[config.mk]
export PLATFORM = sky130hd
export DESIGN_NAME = oled_frame_streamer
export DESIGN_NICKNAME = d
export VERILOG_FILES = /design/src/rtl/oled_pkg.sv /design/src/rtl/oled_frame_streamer.sv
export SDC_FILE = /design/constraint.sdc
export NUM_CORES = 1
export LEC_CHECK = 0
export ABC_AREA = 1
export CAP_MARGIN = 40
export CORE_MARGIN = 4
export CORE_UTILIZATION = 31
export DETAILED_ROUTE_END_ITERATION = 16
export PLACE_DENSITY = 0.62
export SLEW_MARGIN = 20
export SYNTH_ARGS = -nofsm -noshare
export SYNTH_HDL_FRONTEND = slang
export SYNTH_SLANG_ARGS = --single-unit
export TNS_END_PERCENT = 100
[constraint.sdc]
create_clock -name clk -period 3.85 [get_ports clk]
set_clock_uncertainty 0.15 [all_clocks]
set_input_delay 0.77 -clock clk [delete_from_list [all_inputs] [get_ports clk]]
set_output_delay 0.77 -clock clk [all_outputs]
set_load 0.01 [all_outputs]
[src/rtl/oled_pkg.sv]
// Shared definitions for the OLED frame streamer: default resolution,
// FSM state encoding and SSD1306 addressing command bytes.
package oled_pkg;

  localparam int unsigned DEF_H_PIXELS = 128;
  localparam int unsigned DEF_V_PIXELS = 64;

  // SSD1306 page/column addressing commands
  localparam logic [7:0] CMD_PAGE_BASE = 8'hB0;
  localparam logic [7:0] CMD_COL_LO    = 8'h00;
  localparam logic [7:0] CMD_COL_HI    = 8'h10;

  typedef enum logic [2:0] {
    ST_IDLE = 3'd0,
    ST_CMD  = 3'd1,
    ST_REQ  = 3'd2,
    ST_WAIT = 3'd3,
    ST_SEND = 3'd4
  } state_t;

endpackage : oled_pkg

[src/rtl/oled_frame_streamer.sv]
// Streams one framebuffer frame to an SSD1306-style byte serializer, page by
// page and column by column, bit-reversing each column byte so LSB = top row.
// Optional macro OLED_STREAMER_PAGE_CMD_EN: emit page/column address commands
// (0xB0|page, 0x00, 0x10) before every page.
module oled_frame_streamer
  import oled_pkg::*;
#(
  parameter int unsigned H_PIXELS = DEF_H_PIXELS,
  parameter int unsigned V_PIXELS = DEF_V_PIXELS
) (
  input  logic       clk,
  input  logic       rst,
  input  logic       start,
  output logic       busy,
  output logic       frame_done,
  output logic       fb_re,
  output logic [7:0] fb_xpos,
  output logic [7:0] fb_ypos,
  output logic       fb_rmode,
  input  logic [7:0] fb_dout,
  output logic [7:0] tx_data,
  output logic       tx_dc,
  output logic       tx_valid,
  input  logic       tx_ready
);

  localparam int unsigned PAGES     = V_PIXELS / 8;
  localparam logic [7:0]  LAST_COL  = 8'(H_PIXELS - 1);
  localparam logic [7:0]  LAST_PAGE = 8'(PAGES - 1);

  state_t     state_q, state_d;
  logic [7:0] page_q, page_d;
  logic [7:0] col_q, col_d;
  logic       busy_d, frame_done_d, fb_re_d, tx_valid_d, tx_dc_d;
  logic [7:0] fb_xpos_d, fb_ypos_d, tx_data_d;
  logic [7:0] fb_rev;
  logic       hs;
`ifdef OLED_STREAMER_PAGE_CMD_EN
  logic [1:0] cmd_idx_q, cmd_idx_d;
`endif

  assign fb_rmode = 1'b1;
  assign hs       = tx_valid & tx_ready;

  // Column byte bit reversal: framebuffer bit 7 is the top row
  always_comb begin
    fb_rev = 8'h00;
    for (int i = 0; i < 8; i++) fb_rev[i] = fb_dout[7-i];
  end

  // State and registered outputs
  always_ff @(posedge clk) begin
    if (rst) begin
      state_q    <= ST_IDLE;
      page_q     <= 8'd0;
      col_q      <= 8'd0;
      busy       <= 1'b0;
      frame_done <= 1'b0;
      fb_re      <= 1'b0;
      fb_xpos    <= 8'd0;
      fb_ypos    <= 8'd0;
      tx_valid   <= 1'b0;
      tx_data    <= 8'h00;
      tx_dc      <= 1'b0;
`ifdef OLED_STREAMER_PAGE_CMD_EN
      cmd_idx_q  <= 2'd0;
`endif
    end else begin
      state_q    <= state_d;
      page_q     <= page_d;
      col_q      <= col_d;
      busy       <= busy_d;
      frame_done <= frame_done_d;
      fb_re      <= fb_re_d;
      fb_xpos    <= fb_xpos_d;
      fb_ypos    <= fb_ypos_d;
      tx_valid   <= tx_valid_d;
      tx_data    <= tx_data_d;
      tx_dc      <= tx_dc_d;
`ifdef OLED_STREAMER_PAGE_CMD_EN
      cmd_idx_q  <= cmd_idx_d;
`endif
    end
  end

  // Next-state, counter and output computation
  always_comb begin
    state_d      = state_q;
    page_d       = page_q;
    col_d        = col_q;
    busy_d       = busy;
    frame_done_d = 1'b0;
    fb_re_d      = 1'b0;
    fb_xpos_d    = fb_xpos;
    fb_ypos_d    = fb_ypos;
    tx_valid_d   = tx_valid;
    tx_data_d    = tx_data;
    tx_dc_d      = tx_dc;
`ifdef OLED_STREAMER_PAGE_CMD_EN
    cmd_idx_d    = cmd_idx_q;
`endif

    case (state_q)
      ST_IDLE: begin
        if (start) begin
          busy_d = 1'b1;
          page_d = 8'd0;
          col_d  = 8'd0;
`ifdef OLED_STREAMER_PAGE_CMD_EN
          state_d = ST_CMD;
`else
          state_d = ST_REQ;
`endif
        end
      end
`ifdef OLED_STREAMER_PAGE_CMD_EN
      ST_CMD: begin
        if (hs) begin
          if (cmd_idx_q == 2'd2) begin
            tx_valid_d = 1'b0;
            state_d    = ST_REQ;
          end else begin
            cmd_idx_d = cmd_idx_q + 2'd1;
            tx_data_d = (cmd_idx_q == 2'd0) ? CMD_COL_LO : CMD_COL_HI;
          end
        end
      end
`endif
      ST_REQ: begin
        state_d = ST_WAIT;
      end
      ST_WAIT: begin
        tx_valid_d = 1'b1;
        tx_dc_d    = 1'b1;
        tx_data_d  = fb_rev;
        state_d    = ST_SEND;
      end
      ST_SEND: begin
        if (hs) begin
          tx_valid_d = 1'b0;
          if (col_q == LAST_COL) begin
            col_d = 8'd0;
            if (page_q == LAST_PAGE) begin
              page_d       = 8'd0;
              busy_d       = 1'b0;
              frame_done_d = 1'b1;
              state_d      = ST_IDLE;
            end else begin
              page_d = page_q + 8'd1;
`ifdef OLED_STREAMER_PAGE_CMD_EN
              state_d = ST_CMD;
`else
              state_d = ST_REQ;
`endif
            end
          end else begin
            col_d   = col_q + 8'd1;
            state_d = ST_REQ;
          end
        end
      end
      default: state_d = ST_IDLE;
    endcase

    // Entering REQ issues the single-cycle framebuffer read
    if (state_d == ST_REQ) begin
      fb_re_d   = 1'b1;
      fb_xpos_d = col_d;
      fb_ypos_d = {page_d[4:0], 3'b000};
    end

`ifdef OLED_STREAMER_PAGE_CMD_EN
    // Entering CMD presents the page-select byte
    if (state_d == ST_CMD && state_q != ST_CMD) begin
      cmd_idx_d  = 2'd0;
      tx_valid_d = 1'b1;
      tx_dc_d    = 1'b0;
      tx_data_d  = CMD_PAGE_BASE | page_d;
    end
`endif
  end

endmodule : oled_frame_streamer
# ---- Word-level counts from Yosys, hierarchy flattened
# Cells that the tools add are included.
dict set report word_totals {
  reg_bits 45
  inputBits 12
  out_inout_bits 30
  wordCells 58
}
dict set report classes {
  n_addsub 2
  n_eq_ne 10
  mux 23
  bitwise_logic 4
  reduce_logical 7
}
# cell n
set ops {}
lappend ops {{$mux W8} 7}
lappend ops {{$pmux W8 S2} 2}
lappend ops {{$add A8 B1 Y8 const B} 2}
lappend ops {{$pmux W3 S4} 1}
lappend ops {{$eq A3 B2 Y1 const B} 3}
lappend ops {{$mux W3} 3}
lappend ops {{$eq A8 B3 Y1 const B} 1}
lappend ops {{$eq A8 B7 Y1 const B} 1}
lappend ops {{$ne A2 B2 Y1 const B} 4}
lappend ops {{$mux W1} 7}
lappend ops {{$reduce_and A5 Y1} 1}
lappend ops {{$pmux W1 S2} 2}
lappend ops {{$reduce_and A4 Y1} 1}
lappend ops {{$reduce_bool A2 Y1} 2}
lappend ops {{$reduce_or A4 Y1} 1}
lappend ops {{$eq A3 B3 Y1 const B} 1}
lappend ops {{$logic_not A3 Y1} 1}
lappend ops {{$not A1 Y1} 3}
lappend ops {{$mux W2} 1}
lappend ops {{$reduce_and A2 Y1} 1}
lappend ops {{$and A1 B1 Y1} 1}

# ---- Logic depth before layout (Yosys ltp)
# Gate-level depths: netlist of the first run.
dict set report logic_depth {
  depth_word 7
  ltp_mapped 12
  ltp_nobuf 12
}

# ---- Worst setup path before layout of the first run
# No wires, ideal clock.
dict set report synth_path {
  kind {input-to-reg}
  start {in tx_ready}
  end {reg fb_xpos[5]}
  setup_ps 115
  arrival_time_ps 1680
  required_time_ps 3585
  setup_slack_ps 1906
  stages 10
  n_path_buf 1
  path_cell_list {nand2_1 -> inv_2 -> nand2_4 -> nor2_8 -> nand2_4 -> nand2_2 -> nand2_2 -> buf_6 -> o21ai_1 -> nor2_1}
}
dict set report synth_via {
  elab_chain_cells 4
  elab_cells_between_ends 6
  classes_between {eq/ne (1); mux (4); bitwise (1)}
}
# element line
set synth_rtl {}
lappend synth_rtl {{start: declaration} oled_frame_streamer.sv:24} ;# input logic tx_ready
lappend synth_rtl {{$and A1 B1 Y1 *} oled_frame_streamer.sv:43} ;# assign hs = tx_valid & tx_ready;
lappend synth_rtl {{$mux W3} oled_frame_streamer.sv:139} ;# if (hs) begin
lappend synth_rtl {{$pmux W3 S4} oled_frame_streamer.sv:103} ;# case (state_q)
lappend synth_rtl {{$eq A3 B2 Y1} oled_frame_streamer.sv:166} ;# if (state_d == ST_REQ) begin
lappend synth_rtl {{end signal: assignment} oled_frame_streamer.sv:75} ;# fb_xpos <= fb_xpos_d;
lappend synth_rtl {{end: declaration} oled_frame_streamer.sv:17} ;# output logic [7:0] fb_xpos,
# Every way passes the cells marked *; elsewhere a longest branch is shown, timed or not.
# A chain may end at the register's enable or synchronous reset.

# ---- Worst setup path in the final report of the first run
dict set report layout_path {
  start {in tx_ready}
  end {reg fb_ypos[5]}
}
dict set report layout_via {
  elab_chain_cells 4
  elab_cells_between_ends 6
  classes_between {eq/ne (1); mux (4); bitwise (1)}
}
# element line
set layout_rtl {}
lappend layout_rtl {{$and A1 B1 Y1 *} oled_frame_streamer.sv:43}
lappend layout_rtl {{$mux W3} oled_frame_streamer.sv:139}
lappend layout_rtl {{$pmux W3 S4} oled_frame_streamer.sv:103}
lappend layout_rtl {{$eq A3 B2 Y1} oled_frame_streamer.sv:166}
lappend layout_rtl {{end signal: assignment} oled_frame_streamer.sv:76} ;# fb_ypos <= fb_ypos_d;
lappend layout_rtl {{end: declaration} oled_frame_streamer.sv:18} ;# output logic [7:0] fb_ypos,
# Every way passes the cells marked *; elsewhere a longest branch is shown, timed or not. The select of a mux whose other input is x is not followed.

==> out/metrics.csv, run 1 <==
stage;metric;value;unit
place;PortBufs;37;
place;Placed Cells;388;
synthesis;synth unique cells;34;
worst_setup_path;worst-case reg-to-reg path depth;9;
worst_setup_path;RR Endpoint;fb_ypos[5];
clocking;H-tree depth;2;
finish;Antenna Cells;0;
routing;DR DRC count;0;
worst_setup_path;cell breakdown of the critical path;clkdlybuf4s50_1 -> nand2_1 -> inv_2 -> nand2_4 -> nor2_8 -> nand2_4 -> a21oi_4 -> nand2_1 -> a21oi_1;
worst_setup_path;Startpoint Class;primary input;
routing;drt total wl;4641;um
synthesis;Synth Flop Type;dfxtp_1;
clocking;Clock Latency Late Sink;300;ps
power_and_ir_drop;Leakage;1.093;nW
min_path;hold path endpoint;busy;
routing;Via density;4.598;
routing;1st-pass router iterations;4;
timing;TNS Setup;0;ps
floorplan;row count;29;
power_and_ir_drop;PwrDens;343.4;nW/um^2
clocking;Post-CTS Setup Inserts;0;
finish;P&R area growth vs syn;23.72;%
clocking;maximum root-to-sink buffer count;2;
finish;most common cell after layout, fill and taps aside;nor2_1;
floorplan;die height;90.20;um
run_status;status;complete, no violations;
place;Placer Congestion;0.8239;
clocking;clock slew at reported path FFs;80;ps
worst_setup_path;Bufs and invs on worst path;2;
timing;RSZ-0062 raised after global routing;no;
worst_setup_path;max incr delay on CP;450;ps
floorplan;I/O pin count;42;
clocking;post-CTS sizing;0;
worst_setup_path;Crit Path Class;in -> reg;
timing;Tightest Pin Transition;610.4;ps
place;dpl hpwl;3359;um
synthesis;cell area after synthesis;2095;sq um
timing;final period utilization;60.54;%
worst_setup_path;FF-to-FF Start;col_q[0];
global_routing;vias in the first global route;1816;
timing;Max Slew Vio Count;0;
global_routing;Global Route Usage Sum;12.10;%
routing;WL/cell;11.72;um
synthesis;Avg Inst Size Synth;7.454;sq um
synthesis;number of synthesized register bits;45;
global_routing;initial antenna violation count;0;
routing;via count;1821;
finish;Core Util, Final;40.12;%
job;max-cap violation count;0;
worst_setup_path;critical path's top delay family;buffers and inverters;
floorplan;Die Wd;90.20;um
global_routing;largest net degree at the start of global routing;27;
floorplan;initial core utilization;32.43;%
min_path;hold path start;busy;
finish;commonest non-fill, non-tap cells in the layout;nor2_1, nand2_1, dfxtp_1;
clocking;Root Driver;clkbuf_8;
finish;share of cells above drive strength 1;10.34;%
power_and_ir_drop;worst vdd ir;0.1562;mV
synthesis;Post-synth EDFFs;0;
clocking;CTS Hold Buffers Added;0;
min_path;Hold Path Cell Cnt;2;
synthesis;post-synthesis sequential area ratio;43.01;%
worst_setup_path;critical path capture point type;register;
routing;Final ANT Viol Nets;0;
timing;# setup viols final;0;
global_routing;grt ovf;0;
synthesis;Cells after Synth;281;
clocking;Inserted Clock Buffers;5;
clocking;clock sink count;45;
timing;max_slew headroom;58.88;%
worst_setup_path;maximum fanout along the worst path;13;
floorplan;Die ar.;8135;sq um
finish;Layout Cells excl Fill;396;
routing;Iter 0 DRT Violations;74;
clocking;CTS tree;built;
min_path;worst hold path type;reg -> reg;
timing;fmax;429.1;MHz
worst_setup_path;Critical Path AT;2410;ps
synthesis;FFs w/ async S/R, synth;0;%
worst_setup_path;R2R Setup Slk;1950;ps
worst_setup_path;Crit path required time;3930;ps
synthesis;synth warn;0;
power_and_ir_drop;Overall Power;0.8899;mW
timing;post-layout min period;2331;ps
finish;NumNets Final;332;
floorplan;core area;6459;sq um
worst_setup_path;CP max stage cell;clkdlybuf4s50_1;
global_routing;first-pass GRT wire length;8231;um
timing;final hold violation count;0;
==> worst min-delay path, cell delays in order, from the launching register on <==
cell and delay, ps:
dfxtp_1 320, nand2_1 60, a21oi_1 50
==> per-stage QoR <==
stage               hold WS (ps)  setup slack (ps)  area (sq um)
global placement           303.6              1248          2509
global route               332.0              1356          2591
floorplan                  326.3              1906          2102
finish                     323.5              1519          2591
CTS                        325.7              1503          2591
detailed placement         313.3              1177          2509
==> state kept, by name (all words and copies together) (netlist names) <==
register and cells:
tx_data 8, fb_ypos 5, state_q 3, frame_done 1
fb_xpos 8, busy 1, tx_dc 1, col_q 8
tx_valid 1, fb_re 1, page_q 8
==> layer usage <==
| layer | part of all wire, % | track usage, % |
|---|---|---|
| met1 | 50 | 15.48 |
| met2 | 44 | 19.66 |
| met3 | 4.1 | 3.172 |
| met4 | 1.5 | 4.209 |
| met5 | 0 | 0 |
==> synthesized netlist by cell type (3+ instances only) <==
cell	instances	area, sq um
a21oi_1	18	90.09
o21ai_1	7	35.03
nor2_1	55	206.5
xor2_1	3	26.28
o21ai_0	13	65.06
nand3_1	19	95.09
dfxtp_1	45	900.9
inv_1	23	86.33
buf_4	4	30.03
nand2_1	50	187.7
nor2_4	3	33.78
nand2_2	9	56.30
clkbuf_1	4	15.01
nand4_1	3	18.77
==> worst max-delay path by stage <==
stage	slack [ps]	from	endpoint	cells past startpoint
global placement	1250	tx_ready	fb_ypos[3]	9
floorplan	1910	tx_ready	fb_xpos[5]	10
finish	1520	tx_ready	fb_ypos[5]	9
global route	1360	tx_ready	fb_xpos[0]	9
detailed placement	1180	tx_ready	fb_ypos[5]	9
CTS	1500	tx_ready	fb_ypos[5]	9
==> area by class of cell <==
class                           count  area, sq um
Clock buffer                        6        72.57
Fill cell                         664         3867
Sequential cell                    45        900.9
Multi-Input combinational cell    202         1033
Clock inverter                      2        10.01
Inverter                           26        100.1
Timing Repair Buffer               38        377.9
Tap cell                           77        96.34
==> where the power goes <==
| part | internal (mW) | leakage (nW) | switching (mW) |
|---|---|---|---|
| sequential | 0.482 | 0.365 | 0.00959 |
| clock | 0.126 | 0.0450 | 0.158 |
| combinational | 0.0510 | 0.683 | 0.0637 |
==> logic make-up (layout without fill, tap and decap cells) <==
group	after synthesis	in the layout	synth area share [%]
xor+xnor	4	4	1.673
simple gates	150	150	34.83
fa+ha+maj	2	2	1.195
compound gates	42	42	10.93
other cells	2	4	0.3586
buf+inv	36	72	8.004
flops	45	45	43.01
(Power assumes the default switching activity.)
==> run 2, diff against run 1 <==
clock period = 2.24 ns   (was 3.85 ns; I/O delays follow)
==> run 2 against run 1 <==
  * Sequential share of layout area is 1.3 points lower
  * Global-route usage is 0.52 points higher
  * Non-clock buffer count is 7 higher
  * Setup slack worse by 1200 ps
  * Worst hold slack worse by 8.7 ps
  * First-iteration DRC count is 28% higher
  * Final cell count is 1.8% higher
  * Clock-buffer cell count is 1 lower
  * Core utilization is 1.6 points higher
  * Flip-flop and latch count stayed put
  * Clock power grew to 2.5 times the previous value
  * Critical path type unchanged
  * Largest cell class unchanged
  * Largest power group unchanged
==> out/metrics.csv, run 2 (same netlist as run 1, synthesis figures left out) <==
stage;metric;value;unit;change
job;max-cap violation count;0;;unchanged
finish;P&R area growth vs syn;28.67;%;
floorplan;core area;6459;sq um;unchanged
finish;final instance area;2695;sq um;+4.0%
timing;# setup viols final;0;;unchanged
place;dpl hpwl;3498;um;+4.1%
clocking;maximum root-to-sink buffer count;2;;unchanged
routing;M1 WL;2369;um;+1.6%
routing;met3 routed WL;250;um;+30%
timing;post-layout min period;1895;ps;
power_and_ir_drop;PwrDens;658.9;nW/um^2;+92%
worst_setup_path;Crit path required time;2290;ps;-1640 ps
worst_setup_path;R2R Setup Slk;400;ps;-1550 ps
worst_setup_path;maximum fanout along the worst path;5;;-8
worst_setup_path;Critical Path AT;1940;ps;-470 ps
finish;commonest non-fill, non-tap cells in the layout;nor2_1, nand2_1, dfxtp_1;;
floorplan;initial core utilization;32.43;%;unchanged
timing;Max Slew Vio Count;0;;unchanged
routing;WL/cell;11.87;um;+1.3%
worst_setup_path;worst-case reg-to-reg path depth;10;;+1
routing;DR DRC count;0;;unchanged
place;Placed Area;2561;sq um;+2.1%
place;Placer Congestion;0.7942;;-3.6%
run_status;status;complete, no violations;;
routing;Iter 0 DRT Violations;95;;+28%
clocking;clock sink count;45;;unchanged
finish;fillers;668;;+0.60%
worst_setup_path;FF-to-FF Start;col_q[0];;
floorplan;Die ar.;8135;sq um;unchanged
power_and_ir_drop;worst vdd ir;0.3188;mV;+100%
worst_setup_path;Startpoint Class;primary input;;
timing;final hold violation count;0;;unchanged
timing;RSZ-0062 raised after global routing;no;;
clocking;Post-CTS Setup Inserts;0;;unchanged
routing;1st-pass router iterations;4;;unchanged
worst_setup_path;Critical Path Start;tx_ready;;
worst_setup_path;Worst Setup EP;fb_xpos[6];;
floorplan;die height;90.20;um;unchanged
timing;Tightest Pin Transition;549.0;ps;-61.45 ps
finish;most common cell after layout, fill and taps aside;nor2_1;;
routing;Via density;4.591;;-0.17%
finish;share of cells above drive strength 1;12.58;%;+2.2 points
routing;metal2 WL;2114;um;+3.3%
clocking;Inserted Clock Buffers;5;;unchanged
clocking;Root Driver;clkbuf_8;;
worst_setup_path;critical path capture point type;register;;
routing;Final ANT Viol Nets;0;;unchanged
global_routing;largest net degree at the start of global routing;26;;-3.7%
min_path;worst hold path type;reg -> reg;;
routing;drt total wl;4785;um;+3.1%
finish;Antenna Cells;0;;unchanged
clocking;CTS Hold Buffers Added;0;;unchanged
finish;NumNets Final;339;;+2.1%
clocking;clock slew at reported path FFs;90;ps;about the same
global_routing;vias in the first global route;1840;;+1.3%
worst_setup_path;Crit Path Class;in -> reg;;
timing;fmax;527.7;MHz;
floorplan;Die Wd;90.20;um;unchanged
global_routing;Global Route Usage Sum;12.61;%;+0.52 points
timing;final worst setup slack;344.9;ps;-1174 ps
global_routing;first-pass GRT wire length;8583;um;+4.3%
floorplan;I/O pin count;42;;unchanged
routing;top layer in use;met4;;
routing;via count;1850;;+1.6%
timing;final period utilization;84.60;%;
clocking;Clock Latency Late Sink;300;ps;about the same
timing;TNS Setup;0;ps;unchanged
clocking;post-CTS sizing;0;;unchanged
global_routing;initial antenna violation count;0;;unchanged
power_and_ir_drop;Leakage;1.149;nW;+5.1%
global_routing;grt ovf;0;;unchanged
worst_setup_path;RR Endpoint;fb_ypos[6];;
clocking;CTS tree;built;;
clocking;H-tree depth;2;;unchanged
place;worst slack, placed;46.92;ps;-1130 ps
floorplan;row count;29;;unchanged
timing;max_slew headroom;63.36;%;+4.5 points
power_and_ir_drop;Overall Power;1.776;mW;+100%
place;PortBufs;37;;unchanged
## run 2: worst min path at each step
stage	end	from	cells past startpoint	slack (ps)
detailed placement	fb_xpos[0]	fb_xpos[0]	2	300
global placement	fb_ypos[5]	fb_ypos[5]	2	310
global route	fb_xpos[1]	fb_xpos[1]	2	340
CTS	fb_xpos[0]	fb_xpos[0]	2	320
finish	fb_xpos[0]	fb_xpos[0]	2	310
floorplan	col_q[1]	col_q[1]	2	330
## run 2: layer usage
metal	vias up	global-route usage, %
met5	-	0
met3	6	4.090
met4	0	3.444
met1	834	16.06
li1	977	-
met2	33	20.47
## run 2: power breakdown
group | internal (mW) | total [mW] | switching (mW) | leakage [nW]
logic | 0.0963 | 0.209 | 0.112 | 0.716
clock network | 0.443 | 0.723 | 0.280 | 0.0681
registers | 0.828 | 0.844 | 0.0162 | 0.365
## run 2: cell type report
type | instances | area (sq um) | area share [%]
Multi-Input combinational cell | 202 | 1033 | 38.35
Timing Repair Buffer | 45 | 430.4 | 15.97
Tap cell | 77 | 96.34 | 3.575
Clock inverter | 3 | 65.06 | 2.414
Inverter | 26 | 100.1 | 3.714
Clock buffer | 5 | 68.82 | 2.553
Sequential cell | 45 | 900.9 | 33.43
## run 2: critical path, stage by stage
cell             delay, ps
clkdlybuf4s50_1        460
nand2_1                120
buf_4                  180
nor2_4                 190
nand3_1                110
o21ai_0                260
nand2_1                 80
inv_1                   60
nor2_1                  30
## run 2: stage by stage
stage | hold slack, ps | std cells | utilization (%)
2_1_floorplan | 326.3 | 283 | -
3_3_place_gp | 309.4 | 395 | 39.66
3_5_place_dp | 304.6 | 395 | 39.66
4_1_cts | 317.5 | 403 | 41.73
5_1_grt | 337.4 | 403 | 41.73
6_report | 314.8 | 403 | 41.73
==> run 3, diff against run 2 <==
clock period = 1.8 ns   (was 2.24 ns; I/O delays follow)
==> run 3 against run 2 <==
  * Non-clock buffer count increased by 12
  * Flip-flop and latch count unchanged
  * Final area increased by 3.7%
  * Setup slack got worse by 260 ps
  * Worst hold slack improved by 2.8 ps
  * First-iteration DRC count decreased by 26%
  * Clock-buffer cell count increased by 2
  * Critical path type is now reg -> out
  * Critical endpoint is now fb_xpos[7]
  * Largest cell class unchanged
==> out/metrics.csv, run 3 (same netlist as run 1, synthesis figures left out) <==
stage;metric;value;unit;change
clocking;maximum root-to-sink buffer count;2;;unchanged
routing;Iter 0 DRT Violations;70;;-26%
worst_setup_path;maximum fanout along the worst path;2;;-3
power_and_ir_drop;Leakage;1.207;nW;+5.0%
timing;final period utilization;95.02;%;
min_path;worst hold path type;reg -> reg;;
floorplan;I/O pin count;42;;unchanged
worst_setup_path;CP max stage cell;clkdlybuf4s50_1;;
worst_setup_path;critical path's top delay family;buffers and inverters;;
finish;register area;905.9;sq um;+0.56%
routing;via count;1886;;+1.9%
power_and_ir_drop;worst vdd ir;0.3708;mV;+16%
timing;final hold violation count;0;;unchanged
worst_setup_path;Startpoint Class;register;;
finish;commonest non-fill, non-tap cells in the layout;nor2_1, nand2_1, dfxtp_1;;
timing;TNS Setup;0;ps;unchanged
worst_setup_path;max incr delay on CP;550;ps;+90 ps
clocking;H-tree depth;2;;unchanged
floorplan;die height;90.20;um;unchanged
finish;P&R area growth vs syn;33.45;%;
floorplan;Die Wd;90.20;um;unchanged
job;max-cap violation count;0;;unchanged
clocking;CTS Hold Buffers Added;0;;unchanged
routing;WL/cell;11.75;um;-1.0%
timing;max_slew headroom;63.01;%;-0.35 points
routing;top layer in use;met4;;
timing;fmax;584.7;MHz;
timing;RSZ-0062 raised after global routing;no;;
global_routing;largest net degree at the start of global routing;26;;unchanged
worst_setup_path;Critical Path AT;1200;ps;-740 ps
routing;metal2 WL;2201;um;+4.1%
timing;# setup viols final;0;;unchanged
routing;Final ANT Viol Nets;0;;unchanged
place;dpl hpwl;3554;um;+1.6%
global_routing;Global Route Usage Sum;12.52;%;-0.096 points
global_routing;grt ovf;0;;unchanged
finish;Antenna Cells;0;;unchanged
run_status;status;complete, no violations;;
worst_setup_path;Crit Path Class;reg -> out;;
floorplan;row count;29;;unchanged
finish;Layout Cells excl Fill;415;;+3.0%
finish;share of cells above drive strength 1;18.34;%;+5.8 points
global_routing;vias in the first global route;1834;;-0.33%
clocking;Root Driver;clkbuf_8;;
routing;met3 routed WL;237;um;-5.2%
routing;DR DRC count;0;;unchanged
global_routing;first-pass GRT wire length;8521;um;-0.72%
clocking;Inserted Clock Buffers;5;;unchanged
clocking;Clock Latency Late Sink;300;ps;about the same
finish;NumNets Final;351;;+3.5%
routing;1st-pass router iterations;4;;unchanged
finish;Multi-input gate area;1060;sq um;+2.5%
timing;worst hold margin;317.6;ps;+2.762 ps
worst_setup_path;cell breakdown of the critical path;clkdlybuf4s50_1;;
finish;most common cell after layout, fill and taps aside;nor2_1;;
worst_setup_path;R2R Setup Slk;100;ps;-300 ps
clocking;clock slew at reported path FFs;80;ps;about the same
routing;drt total wl;4876;um;+1.9%
worst_setup_path;critical path capture point type;output port;;
timing;post-layout min period;1710;ps;
worst_setup_path;Bufs and invs on worst path;1;;-2
floorplan;core area;6459;sq um;unchanged
global_routing;initial antenna violation count;0;;unchanged
timing;Tightest Pin Transition;554.2;ps;+5.259 ps
floorplan;Die ar.;8135;sq um;unchanged
clocking;CTS tree;built;;
floorplan;initial core utilization;32.43;%;unchanged
place;Placed Cells;406;;+2.8%
finish;fillers;661;;-1.0%
power_and_ir_drop;PwrDens;722.2;nW/um^2;+9.6%
routing;M1 WL;2375;um;+0.25%
routing;Via density;4.545;;-1.0%
timing;Max Slew Vio Count;0;;unchanged
place;PortBufs;37;;unchanged
place;Placer Congestion;0.7964;;+0.28%
clocking;clock sink count;45;;unchanged
worst_setup_path;Crit path required time;1290;ps;-1000 ps
run 3: final timing paths:
path,end,startpoint,cells after the start
worst min register to register,fb_ypos[3],fb_ypos[3],2
worst min-delay path,fb_ypos[3],fb_ypos[3],2
worst max-delay path,fb_xpos[7],fb_xpos[7],1
worst max register to register,fb_xpos[1],col_q[1],10
run 3: timing repair:
action	in CTS	in global routing
resized for setup	0	17
endpoints found under the setup margin	0	16
setup buffers	0	1
hold endpoints to repair	0	0
run 3: metal layers:
layer | track usage [%] | vias to the layer above
met5 | 0 | -
met2 | 19.98 | 38
li1 | - | 995
met4 | 4.592 | 0
met1 | 15.94 | 847
met3 | 3.756 | 6
run 3: area by class of cell:
type / count / share of cell area, %
timing repair buffer: 57 / 19.02
tap: 77 / 3.447
clock inverter: 1 / 0.1791
clock buffer: 7 / 3.447
multi-input combinational: 202 / 37.91
inverter: 26 / 3.581
sequential: 45 / 32.41
run 3: where the power goes:
group | leakage, nW | internal (mW) | switching (mW)
sequential | 0.367 | 1.03 | 0.0221
combinational | 0.785 | 0.133 | 0.145
clock | 0.0542 | 0.347 | 0.341
total | 1.21 | 1.51 | 0.508
run 3: metrics by stage:
stage	power, mW	instance area, sq um	util, %	worst slack (ps)
final	2.019	2795	43.28	89.66
after global routing	2.113	2795	43.28	0.6759
after CTS	2.030	2745	42.50	42.90
after detailed placement	1.342	2644	40.93	-269.1
after global placement	1.342	2644	40.93	-228.9
after floorplan	1.218	2102	-	157.3
